## config.mk

```make
export PLATFORM = sky130hd
export DESIGN_NAME = mux_nto1_pipe_flat
export DESIGN_NICKNAME = d
export VERILOG_FILES = /design/src/rtl/mux_nto1_pipe_if.sv /design/src/rtl/mux_nto1_pipe.sv /design/src/flat_wrapper.sv
export SDC_FILE = /design/constraint.sdc
export NUM_CORES = 1
export LEC_CHECK = 0
export BUFFER_PORTS_ARGS = -buffer_cell sky130_fd_sc_hd__buf_4
export CAP_MARGIN = 30
export CORE_UTILIZATION = 37
export CTS_CLUSTER_DIAMETER = 40
export CTS_CLUSTER_SIZE = 25
export DETAILED_ROUTE_END_ITERATION = 8
export PLACE_DENSITY = 0.73
export SYNTH_ARGS = -nofsm -noshare
export SYNTH_HDL_FRONTEND = slang
export SYNTH_SLANG_ARGS = --single-unit
```

## constraint.sdc

```tcl
create_clock -name clk -period 2.8 [get_ports clk]
set_clock_uncertainty 0.05 [all_clocks]
set_input_delay 0.28 -clock clk [delete_from_list [all_inputs] [get_ports clk]]
set_output_delay 0.28 -clock clk [all_outputs]
set_load 0.01 [all_outputs]
```

## src/rtl/mux_nto1_pipe_if.sv

```systemverilog
// Handshake bundle for mux_nto1_pipe: upstream select/data beat, flush, and
// the registered downstream beat with its out-of-range flag.
interface mux_nto1_pipe_if #(
   parameter int DATAWIDTH  = 32,
   parameter int NUM_INPUTS = 4,
   parameter int SEL_WIDTH  = 2
);
   logic [NUM_INPUTS*DATAWIDTH-1:0] in_data;
   logic [SEL_WIDTH-1:0]            in_sel;
   logic                            in_valid;
   logic                            in_ready;
   logic                            flush;
   logic [DATAWIDTH-1:0]            out_data;
   logic [SEL_WIDTH-1:0]            out_sel;
   logic                            out_err;
   logic                            out_valid;
   logic                            out_ready;

   modport master (
      output in_data, in_sel, in_valid, flush, out_ready,
      input  in_ready, out_data, out_sel, out_err, out_valid
   );

   modport slave (
      input  in_data, in_sel, in_valid, flush, out_ready,
      output in_ready, out_data, out_sel, out_err, out_valid
   );
endinterface

```

## src/rtl/mux_nto1_pipe.sv

```systemverilog
// N-to-1 mux with a registered output stage and a 2-entry skid buffer.
// Out-of-range selects produce zero data with out_err set.
module mux_nto1_pipe #(
   parameter int DATAWIDTH  = 32,
   parameter int NUM_INPUTS = 4,
   parameter int SEL_WIDTH  = 2
) (
   input  logic               clk,
   input  logic               rst_n,
   mux_nto1_pipe_if.slave     bus
);
   localparam int NUM_SLOTS = 1 << SEL_WIDTH;

   // State bits double as the handshake flags: [1] = skid_valid, [0] = out_valid.
   typedef enum logic [1:0] {
      EMPTY = 2'b00,
      ONE   = 2'b01,
      FULL  = 2'b11
   } state_t;

   state_t               state_reg;
   logic [DATAWIDTH-1:0] out_data_reg;
   logic [SEL_WIDTH-1:0] out_sel_reg;
   logic                 out_err_reg;
   logic [DATAWIDTH-1:0] skid_data_reg;
   logic [SEL_WIDTH-1:0] skid_sel_reg;
   logic                 skid_err_reg;

   // Every select code maps to a slot, so unused codes read as zero, never X.
   logic [DATAWIDTH-1:0] slot_data [NUM_SLOTS];
   logic [NUM_SLOTS-1:0] slot_err;

   genvar gi;
   generate
      for (gi = 0; gi < NUM_SLOTS; gi++) begin : g_slot
         if (gi < NUM_INPUTS) begin : g_real
            assign slot_data[gi] = bus.in_data[gi*DATAWIDTH +: DATAWIDTH];
            assign slot_err[gi]  = 1'b0;
         end else begin : g_pad
            assign slot_data[gi] = '0;
            assign slot_err[gi]  = 1'b1;
         end
      end
   endgenerate

   logic [DATAWIDTH-1:0] mux_data;
   logic                 mux_err;
   logic                 accept;
   logic                 deliver;

   assign mux_data = slot_data[bus.in_sel];
   assign mux_err  = slot_err[bus.in_sel];

   assign bus.in_ready  = ~state_reg[1];
   assign bus.out_valid = state_reg[0];
   assign bus.out_data  = out_data_reg;
   assign bus.out_sel   = out_sel_reg;
   assign bus.out_err   = out_err_reg;

   assign accept  = bus.in_valid & ~state_reg[1];
   assign deliver = state_reg[0] & bus.out_ready;

   always_ff @(posedge clk or negedge rst_n) begin
      if (!rst_n) begin
         state_reg     <= EMPTY;
         out_data_reg  <= '0;
         out_sel_reg   <= '0;
         out_err_reg   <= 1'b0;
         skid_data_reg <= '0;
         skid_sel_reg  <= '0;
         skid_err_reg  <= 1'b0;
      end else if (bus.flush) begin
         // Payload registers keep their contents; only validity is killed.
         state_reg <= EMPTY;
      end else begin
         case (state_reg)
            EMPTY: begin
               if (accept) begin
                  out_data_reg <= mux_data;
                  out_sel_reg  <= bus.in_sel;
                  out_err_reg  <= mux_err;
                  state_reg    <= ONE;
               end
            end
            ONE: begin
               if (accept && deliver) begin
                  out_data_reg <= mux_data;
                  out_sel_reg  <= bus.in_sel;
                  out_err_reg  <= mux_err;
               end else if (accept) begin
                  skid_data_reg <= mux_data;
                  skid_sel_reg  <= bus.in_sel;
                  skid_err_reg  <= mux_err;
                  state_reg     <= FULL;
               end else if (deliver) begin
                  state_reg <= EMPTY;
               end
            end
            FULL: begin
               if (deliver) begin
                  out_data_reg <= skid_data_reg;
                  out_sel_reg  <= skid_sel_reg;
                  out_err_reg  <= skid_err_reg;
                  state_reg    <= ONE;
               end
            end
            default: state_reg <= EMPTY;
         endcase
      end
   end
endmodule
```

## src/flat_wrapper.sv

```systemverilog
// flat-port wrapper written by rule: the top's interface ports become plain ports
module mux_nto1_pipe_flat 
#(
   parameter int DATAWIDTH  = 32,
   parameter int NUM_INPUTS = 4,
   parameter int SEL_WIDTH  = 2
)
  (clk, rst_n, bus_in_data, bus_in_sel, bus_in_valid, bus_flush, bus_out_ready, bus_in_ready, bus_out_data, bus_out_sel, bus_out_err, bus_out_valid);
  mux_nto1_pipe_if #(.DATAWIDTH(DATAWIDTH), .NUM_INPUTS(NUM_INPUTS), .SEL_WIDTH(SEL_WIDTH)) bus_i ();
  input  logic clk;
  input  logic rst_n;
  input wire logic [$bits(bus_i.in_data)-1:0] bus_in_data;
  input wire logic [$bits(bus_i.in_sel)-1:0] bus_in_sel;
  input wire logic [$bits(bus_i.in_valid)-1:0] bus_in_valid;
  input wire logic [$bits(bus_i.flush)-1:0] bus_flush;
  input wire logic [$bits(bus_i.out_ready)-1:0] bus_out_ready;
  output wire logic [$bits(bus_i.in_ready)-1:0] bus_in_ready;
  output wire logic [$bits(bus_i.out_data)-1:0] bus_out_data;
  output wire logic [$bits(bus_i.out_sel)-1:0] bus_out_sel;
  output wire logic [$bits(bus_i.out_err)-1:0] bus_out_err;
  output wire logic [$bits(bus_i.out_valid)-1:0] bus_out_valid;
  assign bus_i.in_data = bus_in_data;
  assign bus_i.in_sel = bus_in_sel;
  assign bus_i.in_valid = bus_in_valid;
  assign bus_i.flush = bus_flush;
  assign bus_i.out_ready = bus_out_ready;
  assign bus_in_ready = bus_i.in_ready;
  assign bus_out_data = bus_i.out_data;
  assign bus_out_sel = bus_i.out_sel;
  assign bus_out_err = bus_i.out_err;
  assign bus_out_valid = bus_i.out_valid;
  mux_nto1_pipe #(.DATAWIDTH(DATAWIDTH), .NUM_INPUTS(NUM_INPUTS), .SEL_WIDTH(SEL_WIDTH)) u_core (.clk(clk), .rst_n(rst_n), .bus(bus_i));
endmodule
```

==> results.sh, run 1 <==
export IMPL_status="complete, but fails checks"
export IMPL_violations="design-rule violations"
export IMPL_grt_first_pass_wirelength_um=18300
export IMPL_io_pin_count=172
export IMPL_setup_tns_ns=0
export IMPL_fp_row_count=39
export IMPL_globalRouteOverflowTotal=0
export IMPL_syn_mean_instance_area_um2=10.5
export IMPL_finalSetupViolations=0
export IMPL_crit_path_cell_trace="ha_1, or2_1, buf_4, o22ai_1, a21oi_1, mux2_2"
export IMPL_clock_sink_count=70
export IMPL_max_cap_viols=0
export IMPL_clock_root_buffer="clkbuf_16"
export IMPL_yosys_cell_types_count=30
export IMPL_final_hold_viol_count=0
export IMPL_worst_slack_ns=0.691
export IMPL_relative_slew_slack=0.392
export IMPL_period_needed_ns=2.11
export IMPL_max_slew_worst_pin_slew_ns=0.912
export IMPL_dp_hpwl_um=7940
export IMPL_ys_warnings_count=0
export IMPL_die_area_um2=12500
export IMPL_drt_wirelength_per_cell_um=15.5
export IMPL_ant_nets=0
export IMPL_cts_tree="done"
export IMPL_cp_top_family="flip-flops"
export IMPL_initial_core_util=0.385
export IMPL_power_per_cell_area_nw_per_um2=820
export IMPL_worst_setup_path_start_kind="register"
export IMPL_worst_path_max_fanout=22
export IMPL_path_clk_slew_ns=0.06
export IMPL_placed_cells_incl_taps=712
export IMPL_critical_path_class="reg -> reg"
export IMPL_grt_antenna_before_repair=0
export IMPL_grt_pass1_vias=3734
export IMPL_synth_main_ff_cell="dfrtp_1"
export IMPL_dieWidth_um=112
export IMPL_worst_r2r_setup_slack_ns=0.69
export IMPL_clk_latency_ns=0.32
export IMPL_worst_path_buf_inv=1
export IMPL_drive_above_1_share=0.451
export IMPL_ys_top_cells_by_area="dfrtp_1, mux2_2, mux2_1"
export IMPL_die_h_um=112
export IMPL_synth_top_area_share=0.394
export IMPL_ys_seq_area_frac=0.394
export IMPL_htree_num_levels=3
export IMPL_track_usage=0.183
export IMPL_coreArea_um2=11600
export IMPL_antenna_cells_inserted=0
export IMPL_postCtsSetupBuffers=0
export IMPL_vias=3698
export IMPL_nets_finish=720
export IMPL_flow_area_growth_from_synthesis_pct=37.7
export IMPL_multi_input_comb_area_um2=2350
export IMPL_postRouteWirelength_um=11300
export IMPL_max_freq_mhz=474
export IMPL_pre_cts_slack_ns=0.693
export IMPL_number_of_standard_cells_after_synthesis=424
export IMPL_power_static_leakage_uw=0.00294
export IMPL_ys_seq_elements=70
export IMPL_synth_largest_area_cell="dfrtp_1"
export IMPL_hold_path_class="in -> async"
export IMPL_number_of_buffers_added_by_the_clock_tree_synthesis_step=9
export IMPL_post_route_util=0.530
export IMPL_first_iter_violations=166
export IMPL_grt_start_max_net_pins=71
export IMPL_slew_viol_final=0
export IMPL_cts_resized=0
export IMPL_holdBufCountCts=0
export IMPL_synth_fp_nets=564
export IMPL_detailed_route_vias_per_instance=5.08
export IMPL_crit_path_top_delay_cell="dfrtp_1"
export IMPL_grt_setup_unrepaired="false"
export IMPL_max_stage_delay_ns=0.45
export IMPL_hold_worst_slack_ns=0.0418
export IMPL_synth_async_sr_flop_share=1.00
export IMPL_place_congestion=0.737
export IMPL_sequential_cell_area_um2=1750
export IMPL_finalNonFillerCells=728
export IMPL_power_ir_vdd_worst_mv=0.387
export IMPL_critical_path_required_ns=2.96
export IMPL_clock_tree_buffer_depth=2
export IMPL_endpoint_kind="register"
export IMPL_synth_cell_area_um2=4450
export IMPL_fillers=1041
export IMPL_first_pass_iters=6
export IMPL_crit_arrival_ns=2.27
export IMPL_tcrit_tclk_final=0.753
export IMPL_synth_edff_count=0
export IMPL_port_buffers=170
export IMPL_drcViolationCount=24
-- cells by family after synthesis --
group,Yosys count,share of synthesized area
other,1,0.000843
adder cells (fa/ha/maj),5,0.0141
multiplexers,135,0.339
XOR/XNOR,1,0.00197
AND/OR/NAND/NOR,43,0.0439
buffers and inverters,67,0.0785
flip-flops,70,0.394
AO/OA/AOI/OAI,102,0.128
-- worst reg2reg max path: stages, from the launching register on --
cell,delay [ns]
dfrtp_1,0.45
ha_1,0.27
or2_1,0.37
buf_4,0.30
o22ai_1,0.22
a21oi_1,0.07
mux2_2,0.27
-- layer usage --
metal,vias to the layer above,GRT usage,share of wire,wire (um)
met5,-,0,0,0
met4,0,0.0532,0.0062,70
met3,7,0.0338,0.050,568
met2,127,0.324,0.51,5720
met1,1753,0.226,0.44,4920
li1,1811,-,-,-
-- cells in the mapped netlist, drive strengths merged (3+ instances only) --
cell,count
o21ai,33
nand2b,3
ha,5
mux2,102
clkbuf,3
inv,34
a21oi,33
mux2i,33
buf,30
nand2,34
dfrtp,70
o22ai,32
-- stage by stage --
stage / total power (uW) / cell area [um2]
4_1_cts: 5080 / 6130
5_1_grt: 5350 / 6130
3_5_place_dp: 3650 / 5760
6_report: 5030 / 6130
2_1_floorplan: 2830 / 4450
3_3_place_gp: 3560 / 5760
-- cell type report --
cell class | count | share of cell area
multi-input combinational | 287 | 0.383
sequential | 70 | 0.286
timing repair buffer | 178 | 0.220
clock buffer | 11 | 0.0396
tap | 143 | 0.0292
clock inverter | 5 | 0.0210
inverter | 34 | 0.0208
-- where the power goes --
| part | internal (uW) | switching (uW) | total, uW |
|---|---|---|---|
| sequential | 1500 | 268 | 1770 |
| combinational | 1010 | 832 | 1840 |
| clock | 988 | 424 | 1410 |
-- worst paths after layout --
| kind | from | end | cells after the start |
|---|---|---|---|
| setup / recovery | u_core.state_reg[0] | u_core.bus.out_data[16] | 6 |
| hold / removal | rst_n | u_core.bus.out_data[14] | 1 |
| setup reg to reg | u_core.state_reg[0] | u_core.bus.out_data[16] | 6 |
| hold reg to reg | u_core.skid_data_reg[17] | u_core.skid_data_reg[17] | 2 |
| max in group asynchronous | rst_n | u_core.bus.out_data[24] | 1 |
| min in group clk | bus_flush | u_core.state_reg[1] | 2 |
-- cells in the final DEF (no fill, tap or decap), types with 2 or more instances in the layout --
cell	n
buf_4	177
dfrtp_1	70
mux2_2	60
inv_1	34
mux2_1	34
nand2_1	34
a21oi_1	33
o21ai_1	33
mux2i_1	33
o22ai_1	32
clkbuf_16	9
mux2_4	8
ha_1	5
bufinv_16	4
nand2b_1	2
Note: power is estimated with default switching activity, not from simulation.
==> run 2: changes to the inputs <==
--- a/config.mk
+++ b/config.mk
@@ -5,13 +5,14 @@
 export SDC_FILE = /design/constraint.sdc
 export NUM_CORES = 1
 export LEC_CHECK = 0
+export ABC_AREA = 1
 export BUFFER_PORTS_ARGS = -buffer_cell sky130_fd_sc_hd__buf_4
 export CAP_MARGIN = 30
 export CORE_UTILIZATION = 37
 export CTS_CLUSTER_DIAMETER = 40
 export CTS_CLUSTER_SIZE = 25
 export DETAILED_ROUTE_END_ITERATION = 8
-export PLACE_DENSITY = 0.73
+export PLACE_DENSITY = 0.74
 export SYNTH_ARGS = -nofsm -noshare
 export SYNTH_HDL_FRONTEND = slang
 export SYNTH_SLANG_ARGS = --single-unit
==> constraint.sdc (replaced) <==
create_clock -name clk -period 2.1 [get_ports clk]
set_clock_uncertainty 0.05 [all_clocks]
set_input_delay 0.21 -clock clk [delete_from_list [all_inputs] [get_ports clk]]
set_output_delay 0.21 -clock clk [all_outputs]
set_load 0.01 [all_outputs]
==> results.sh, run 2 <==
export IMPL_status="finished, final reports clean"
export IMPL_yosys_cell_types_count=24
export IMPL_drive_above_1_share=0.264
export IMPL_finalSetupViolations=0
export IMPL_post_synth_top_count_cell="nand2_1"
export IMPL_worst_path_max_fanout=10
export IMPL_critical_path_required_ns=2.31
export IMPL_vias=4533
export IMPL_groute_layer_met3_usage=0.0453
export IMPL_cts_tree="done"
export IMPL_ys_warnings_count=0
export IMPL_ys_seq_elements=70
export IMPL_initial_core_util=0.379
export IMPL_global_route_usage_met1=0.275
export IMPL_hold_path_class="in -> reg"
export IMPL_tcrit_tclk_final=0.839
export IMPL_synth_top_area_share=0.404
export IMPL_clock_root_buffer="clkbuf_16"
export IMPL_slew_viol_final=0
export IMPL_max_stage_delay_ns=0.47
export IMPL_io_pin_count=172
export IMPL_synth_edff_count=0
export IMPL_ys_seq_area_frac=0.404
export IMPL_drcViolationCount=0
export IMPL_mostFrequentLayoutCell="nand2_1"
export IMPL_grt_start_max_net_pins=69
export IMPL_power_static_leakage_uw=0.00334
export IMPL_endpoint_kind="register"
export IMPL_number_of_standard_cells_after_synthesis=653
export IMPL_ys_top_cells_by_area="dfrtp_1, nand2_1, nand3_1"
export IMPL_first_iter_violations=234
export IMPL_ant_nets=0
export IMPL_grt_antenna_before_repair=0
export IMPL_synth_cell_area_um2=4330
export IMPL_crit_path_cell_trace="inv_1, ha_1, nor2_1, nand2_1, inv_1, nand2_2, nor2_8, buf_4, nand2_1, nand2_1"
export IMPL_synth_async_sr_flop_share=1.00
export IMPL_grt_first_pass_wirelength_um=19400
export IMPL_dp_hpwl_um=8740
export IMPL_dieWidth_um=110
export IMPL_coreArea_um2=11400
export IMPL_grtUsageMet2=0.343
export IMPL_synth_fp_nets=793
export IMPL_globalRouteOverflowTotal=0
export IMPL_final_hold_viol_count=0
export IMPL_die_h_um=110
export IMPL_grt_setup_unrepaired="false"
export IMPL_first_pass_iters=7
export IMPL_relative_slew_slack=0.564
export IMPL_period_needed_ns=1.76
export IMPL_path_clk_slew_ns=0.06
export IMPL_fp_row_count=39
export IMPL_postCtsSetupBuffers=0
export IMPL_antenna_cells_inserted=0
export IMPL_synth_main_ff_cell="dfrtp_1"
export IMPL_power_ir_vdd_worst_mv=0.491
export IMPL_post_layout_total_power_uw=6360
export IMPL_final_cell_mix="nand2_1, buf_4, nand3_1"
export IMPL_syn_mean_instance_area_um2=6.63
export IMPL_max_cap_viols=0
export IMPL_worst_setup_path_start_kind="register"
export IMPL_synth_largest_area_cell="dfrtp_1"
export IMPL_drt_wirelength_per_cell_um=12.7
export IMPL_place_congestion=0.840
export IMPL_fillers=1194
export IMPL_max_freq_mhz=567
export IMPL_power_per_cell_area_nw_per_um2=1060
export IMPL_setup_tns_ns=0
export IMPL_crit_arrival_ns=1.97
export IMPL_max_slew_worst_pin_slew_ns=0.654
export IMPL_crit_top_cell="nand2_1"
export IMPL_die_area_um2=12100
export IMPL_grt_pass1_vias=4087
export IMPL_htree_num_levels=3
export IMPL_nets_finish=948
export IMPL_flow_area_growth_from_synthesis_pct=38.7
export IMPL_port_buffers=170
export IMPL_clk_latency_ns=0.32
export IMPL_clock_sink_count=70
export IMPL_detailed_route_vias_per_instance=4.74
export IMPL_crit_path_top_delay_cell="dfrtp_1"
export IMPL_most_used_standard_cells_in_the_synthesized_netlist="nand2_1, nand3_1, dfrtp_1"
export IMPL_number_of_buffers_added_by_the_clock_tree_synthesis_step=9
export IMPL_clock_tree_buffer_depth=2
export IMPL_postRouteWirelength_um=12200
export IMPL_critical_path_class="reg -> reg"
export IMPL_track_usage=0.208
export IMPL_grt_busiest_layer="met2"
-- run 2: cells by family after synthesis --
kind of cell / synth area share
AOI/OAI and AO/OA: 0.0488
adders and majority gates: 0.0144
buffers and inverters: 0.0722
DFF: 0.404
other: 0.000866
and+or+nand+nor: 0.459
-- run 2: metrics by stage --
step	std cells	worst slack, ns	area, um2	hold WS [ns]	util
floorplan	653	0.522	4330	-0.136	-
global placement	939	0.429	5690	0.123	0.498
detailed placement	939	0.339	5690	0.129	0.498
CTS	956	0.326	6010	0.218	0.526
global route	956	0.192	6010	0.243	0.526
finish	956	0.337	6010	0.225	0.526
-- run 2: worst paths after layout --
path | from | to | slack (ns) | cells after the start
setup / recovery | u_core.state_reg[0] | u_core.bus.out_data[25] | 0.34 | 10
hold / removal | bus_in_data[69] | u_core.skid_data_reg[5] | 0.22 | 5
setup reg to reg | u_core.state_reg[0] | u_core.bus.out_data[25] | 0.34 | 10
hold reg to reg | u_core.bus.out_data[14] | u_core.bus.out_data[14] | 0.43 | 2
max in group asynchronous | rst_n | u_core.bus.out_sel[1] | 1.14 | 3
min in group asynchronous | rst_n | u_core.skid_data_reg[22] | 0.31 | 2
-- run 2: area by class of cell --
class | instances | area (um2) | share of cell area
multi-input cells | 529 | 2280 | 0.379
clock buffers | 10 | 239 | 0.0398
flip-flops and latches | 70 | 1750 | 0.291
well taps | 143 | 179 | 0.0298
clock inverters | 6 | 70.1 | 0.0117
inverters | 12 | 45.0 | 0.00750
repair buffers | 186 | 1450 | 0.241
-- run 2: where the power goes --
part | switching, uW | internal [uW] | total, uW
combinational | 1320 | 1140 | 2460
clock | 586 | 958 | 1540
sequential | 364 | 1990 | 2350
-- run 2: per-layer routing --
metal  vias up  part of all wire
li1       2374                 -
met1      2018              0.46
met2       129              0.47
met3        12             0.057
met4         0             0.012
met5         -                 0
-- run 2: worst max-delay path: cells and delay by family (launching register included) --
kind                     cells  cell delay, ns
AND/OR/NAND/NOR              6            0.59
flip-flops                   1            0.47
buffers and inverters        3            0.38
adder cells (fa/ha/maj)      1            0.21
-- run 2: repair_timing --
action                                  CTS  global route
endpoints found under the setup margin    0             0
resized for setup                         0             0
endpoints found under the hold margin    31             0
hold buffers                              1             0
